===== src/rtl/mvu_pe_out_collect.sv =====
// Purpose  : collect PE accumulator vectors into a circular FIFO and drain them on a valid/ready stream.
// Latency  : 1 cycle from in_acc_v to out_v into an empty FIFO; out_dat is first-word-fall-through.
// Backpres.: none upstream; stall_req is raised early and a word arriving while full with no pop is dropped (ovf).
//
// Ports:
//   clock, reset      rising-edge clock, synchronous active-high reset
//   in_acc_v, in_acc  one-cycle PE result pulse and its PE*TDstI lane vector (lane p = [p*TDstI +: TDstI])
//   out_v, out_rdy    output handshake; out_dat is the word at the read pointer
//   count             FIFO occupancy in words
//   stall_req         registered request to hold the accumulator stream (count_next >= DEPTH-2)
//   ovf               sticky drop flag, cleared only by reset
// Optional feature: define MVU_OUT_RELU_EN to clamp negative lanes to zero at push.
module mvu_pe_out_collect #(
  parameter int PE    = 4,
  parameter int TDstI = 4,
  parameter int DEPTH = 8
) (
  input  logic                         clock,
  input  logic                         reset,
  input  logic                         in_acc_v,
  input  logic [PE*TDstI-1:0]          in_acc,
  output logic                         out_v,
  input  logic                         out_rdy,
  output logic [PE*TDstI-1:0]          out_dat,
  output logic [$clog2(DEPTH+1)-1:0]   count,
  output logic                         stall_req,
  output logic                         ovf
);

  localparam int W  = PE * TDstI;
  localparam int CW = $clog2(DEPTH + 1);
  localparam int PW = $clog2(DEPTH);

  localparam logic [CW-1:0] FULL     = CW'(DEPTH);
  // Two words of headroom absorb results already inside the accumulator pipeline.
  localparam logic [CW-1:0] STALL_AT = CW'(DEPTH - 2);
  localparam logic [PW-1:0] LAST     = PW'(DEPTH - 1);

  logic [W-1:0]  mem [DEPTH];
  logic [PW-1:0] wr_ptr;
  logic [PW-1:0] rd_ptr;
  logic          push;
  logic          pop;
  logic [CW-1:0] count_next;
  logic [W-1:0]  wr_dat;

  // out_v is count!=0 registered, so a word pushed into an empty FIFO
  // cannot be popped in the same cycle.
  assign pop  = out_v && out_rdy;
  // A pop frees a slot this cycle, so a full FIFO can still accept.
  assign push = in_acc_v && ((count < FULL) || pop);

  always_comb begin
    count_next = count;
    if (push && !pop) begin
      count_next = count + CW'(1);
    end else if (!push && pop) begin
      count_next = count - CW'(1);
    end
  end

`ifdef MVU_OUT_RELU_EN
  always_comb begin
    wr_dat = in_acc;
    for (int p = 0; p < PE; p++) begin
      if (in_acc[p*TDstI + TDstI - 1]) begin
        wr_dat[p*TDstI +: TDstI] = '0;
      end
    end
  end
`else
  assign wr_dat = in_acc;
`endif

  // Storage is not reset; only the pointers and count define what is valid.
  always_ff @(posedge clock) begin
    if (push && !reset) begin
      mem[wr_ptr] <= wr_dat;
    end
  end

  always_ff @(posedge clock) begin
    if (reset) begin
      wr_ptr    <= '0;
      rd_ptr    <= '0;
      count     <= '0;
      out_v     <= 1'b0;
      stall_req <= 1'b0;
      ovf       <= 1'b0;
    end else begin
      // Explicit wrap: DEPTH need not be a power of two.
      if (push) begin
        wr_ptr <= (wr_ptr == LAST) ? '0 : wr_ptr + PW'(1);
      end
      if (pop) begin
        rd_ptr <= (rd_ptr == LAST) ? '0 : rd_ptr + PW'(1);
      end
      count     <= count_next;
      out_v     <= (count_next != '0);
      stall_req <= (count_next >= STALL_AT);
      if (in_acc_v && !push) begin
        ovf <= 1'b1;
      end
    end
  end

  assign out_dat = mem[rd_ptr];

endmodule


===== config.mk =====
export PLATFORM = sky130hd
export DESIGN_NAME = mvu_pe_out_collect
export DESIGN_NICKNAME = d
export VERILOG_FILES = /design/src/rtl/mvu_pe_out_collect.sv
export SDC_FILE = /design/constraint.sdc
export NUM_CORES = 1
export LEC_CHECK = 0
export ABC_AREA = 1
export CAP_MARGIN = 20
export CORE_AREA = 2 2 110 112
export CTS_BUF_LIST = sky130_fd_sc_hd__clkbuf_4 sky130_fd_sc_hd__clkbuf_8 sky130_fd_sc_hd__clkbuf_16
export CTS_CLUSTER_DIAMETER = 30
export DETAILED_ROUTE_END_ITERATION = 10
export DIE_AREA = 0 0 112 114
export PLACE_DENSITY = 0.7
export SLEW_MARGIN = 20
export SYNTH_ARGS = -nofsm -noshare
export SYNTH_HDL_FRONTEND = slang
export SYNTH_SLANG_ARGS = --single-unit
export TNS_END_PERCENT = 20

===== constraint.sdc =====
create_clock -name clock -period 2.5 [get_ports clock]
set_clock_uncertainty 0.05 [all_clocks]
set_input_delay 0.25 -clock clock [delete_from_list [all_inputs] [get_ports clock]]
set_output_delay 0.25 -clock clock [all_outputs]
set_load 0.005 [all_outputs]

==> metrics.md <==
| Metric | Value |
|---|---|
| Setup Crit Path Kind | `flip-flop to output port` |
| Die W | `112 um` |
| Least-Margin Pin Slew | `0.728 ns` |
| Die Ht | `114 um` |
| IO Count | `43` |
| Initial antenna violation count | `0` |
| # Post-CTS Setup Buffers | `0` |
| Crit path max-delay cell type | `clkdlybuf4s50_1` |
| Slowest Stage Delay on Critical Path | `0.49 ns` |
| Post-synth top cells | `128 x edfxtp_1, 78 x nand2_1, 45 x nor2_1` |
| Synth warn | `0` |
| Clk pwr share | `38.1%` |
| Router iterations before antenna repair | `5` |
| Minimum clock period | `2.38 ns` |
| Slew HR | `51.4%` |
| Filler cells | `931` |
| Number of port buffers | `42` |
| Clk buf depth | `2` |
| Critical-path cell list | `buf_4, o21ai_0, o22ai_1, nand2_1, nand2_1, clkdlybuf4s50_1` |
| Post-synthesis async set-or-reset flop share | `0%` |
| First-pass GRT wire length | `17,900 um` |
| Post-synthesis cell type count | `29` |
| Area Overhead vs Synth | `20.8%` |
| Grt ovf | `0` |
| Routed wire length | `11,300 um` |
| Crit. End Element | `output port` |
| CP startpoint kind | `flip-flop` |
| Starting Density | `49.5%` |
| Post-Syn Area | `5790 um2` |
| Power Density | `883 nW/um2` |
| Number of gates resized after cts | `2` |
| Hold bufs inserted after CTS | `0` |
| Placer congestion estimate | `0.790` |
| Final Hold Viols | `0` |
| Clk sink count | `144` |
| Remaining DRCs | `0` |
| Overall power | `6180 uW` |
| Worst R2R End | `mem[7][2]$_DFFE_PP_` |
| VDD IR max | `0.464 mV` |
| Syn Nets | `464` |
| Via density | `5.37` |
| Routed Antenna Nets | `0` |
| Max-cap violations | `0` |
| Hold WC Path Type | `flip-flop to flip-flop` |
| EDFF count, synth | `128` |
| Total Routing Usage GR | `18.5%` |
| Synth Register Bits | `144` |
| Worst hold endpoint | `ovf$_SDFFE_PP0P_` |
| Largest net degree at the start of global routing | `33` |
| Clk root buf | `clkbuf_16` |
| ANT cells | `0` |
| Area of the core | `11,700 um2` |
| Syn avg cell area | `13.2 um2` |
| Share of post-route cells with drive strength above 1 | `12.6%` |
| Synth Instances | `438` |
| Sw Ratio | `24.0%` |
| Hpwl dp | `7030 um` |
| Crit path DAT | `2.08 ns` |
| CTS tree | `yes` |
| Non-Filler Instances | `662` |
| Comb power frac | `17.0%` |
| Hold wc startpoint | `ovf$_SDFFE_PP0P_` |
| Final setup TNS | `0 ns` |
| Clock slew at reported path FFs | `0.05 ns` |
| Routed len/inst | `17.1 um` |
| Top-count cell post-synth | `edfxtp_1` |
| Hold Crit Depth | `1` |
| Placed insts | `631` |
| Clock Latency Late Sink | `0.41 ns` |
| Worst-path maximum fanout | `32` |
| Final Setup Violations | `0` |
| Register share of total power | `44.9%` |
| Area share of the largest cell type after synthesis | `66.3%` |
| Max Slew Vio Count | `0` |
| Ranking of synthesized cells by area | `edfxtp_1 66%, dfxtp_1 5.5%, mux2i_1 5.5%, nand2_1 5.1%, o22ai_1 3.5%` |
| DR vias | `3,555` |
| Net switching power | `1480 uW` |
| Final period utilization | `95.2%` |
| H-tree Lvls | `4` |
| NumNets Final | `529` |
| Status | `finished, final reports clean` |
| Die ar. | `12,800 um2` |
| Post-synthesis sequential area ratio | `71.9%` |
| Worst R2R Path Depth | `7` |
| LEAKAGE | `0.00251 uW` |
| CP dominant cell by count | `nand2_1` |
| Rows | `40` |
| Critical Path RT | `2.20 ns` |
| Reg2Reg Setup Slack | `0.62 ns` |
| Cts bufs inserted | `17` |
| RSZ-0062 raised after global routing | `false` |
| Cell Int Power | `4690 uW` |
| Worst flop-to-flop path startpoint | `out_v$_SDFF_PP0_` |
| Most used DFF post-synth | `edfxtp_1` |
| Synth area leader | `edfxtp_1` |
| Fmax | `0.420 GHz` |
| Initial DRC Count | `254` |
| Vias in the first global route | `3,590` |
## layout make-up
class	instances	area, um2	share of cell area, %
Clock buffer	22	463	6.62
Clock inverter	9	92.6	1.32
Inverter	19	72.6	1.04
Multi-Input combinational cell	255	1400	20.0
Sequential cell	144	4170	59.5
Tap cell	147	184	2.63
Timing Repair Buffer	66	619	8.85
## state kept, by name, summed over array words and instances, names as in the netlist, named ones only
signal     count
mem          128
wr_ptr         3
rd_ptr         3
out_v          1
stall_req      1
count          4
ovf            1
## power groups by stage
stage                     combinational (uW)  sequential, uW  clock [uW]
final                                   1050            2770        2350
after detailed placement                1050            2820           0
after global routing                    1150            2780        2530
after floorplan                          640            2810           0
after CTS                               1060            2770        2400
after global placement                  1020            2820           0
## logic make-up (layout without fill, tap and decap cells)
group	count (synthesis)	after routing	synth area share, %
flops	144	144	71.9
simple gates	139	139	9.68
buf+inv	39	116	3.97
fa+ha+maj	6	6	1.30
xor+xnor	1	1	0.151
compound gates	77	77	7.49
mux	32	32	5.53
## per-layer routing
layer | GRT usage (%) | share of wire [%] | wire [um]
met4 | 5.85 | 0.58 | 65
met2 | 32.0 | 53 | 5950
met3 | 5.21 | 5.1 | 582
met5 | 0 | 0 | 0
met1 | 22.7 | 42 | 4710
## metrics by stage
stage	worst slack, ns	cell area [um2]	util (%)	hold WS [ns]
2_1_floorplan	0.453	5790	-	0.269
3_3_place_gp	0.381	6420	54.8	0.420
3_5_place_dp	0.280	6420	54.8	0.427
4_1_cts	0.0775	6990	59.6	0.440
5_1_grt	0.0178	7000	59.7	0.468
6_report	0.119	7000	59.7	0.429
## how the worst max path moves through the flow
stage                                start             endpoint  slack (ns)
final                            flip-flop           out_dat[5]        0.12
after global routing             flip-flop          out_dat[14]        0.02
after CTS                        flip-flop           out_dat[5]        0.08
after detailed placement           out_rdy  mem[7][3]$_DFFE_PP_        0.28
after global placement             out_rdy  mem[7][1]$_DFFE_PP_        0.38
after floorplan           out_v$_SDFF_PP0_  mem[1][0]$_DFFE_PP_        0.45
## critical path, delay by kind of cell (launching register included)
kind                   cells  cell delay [ns]
DFF                        1             0.34
and+or+nand+nor            2             0.16
buffers and inverters      2             0.79
AOI/OAI and AO/OA          2             0.38
## cells in the final DEF, fill, tap and decap left out, drive strengths merged
cell and instances:
inv 18, nor3 2, ha 6, nand3b 1, dfxtp 16, o22ai 32, clkinv 8, o21a 1
clkbuf 22, clkdlybuf4s50 42, o21bai 1, edfxtp 128, nand2 80, mux2i 32, buf 24, bufinv 2
a21oi 7, o21ai 36, nand3 8, nor2 48, xnor2 1
Note: power is estimated with default switching activity, not from simulation.
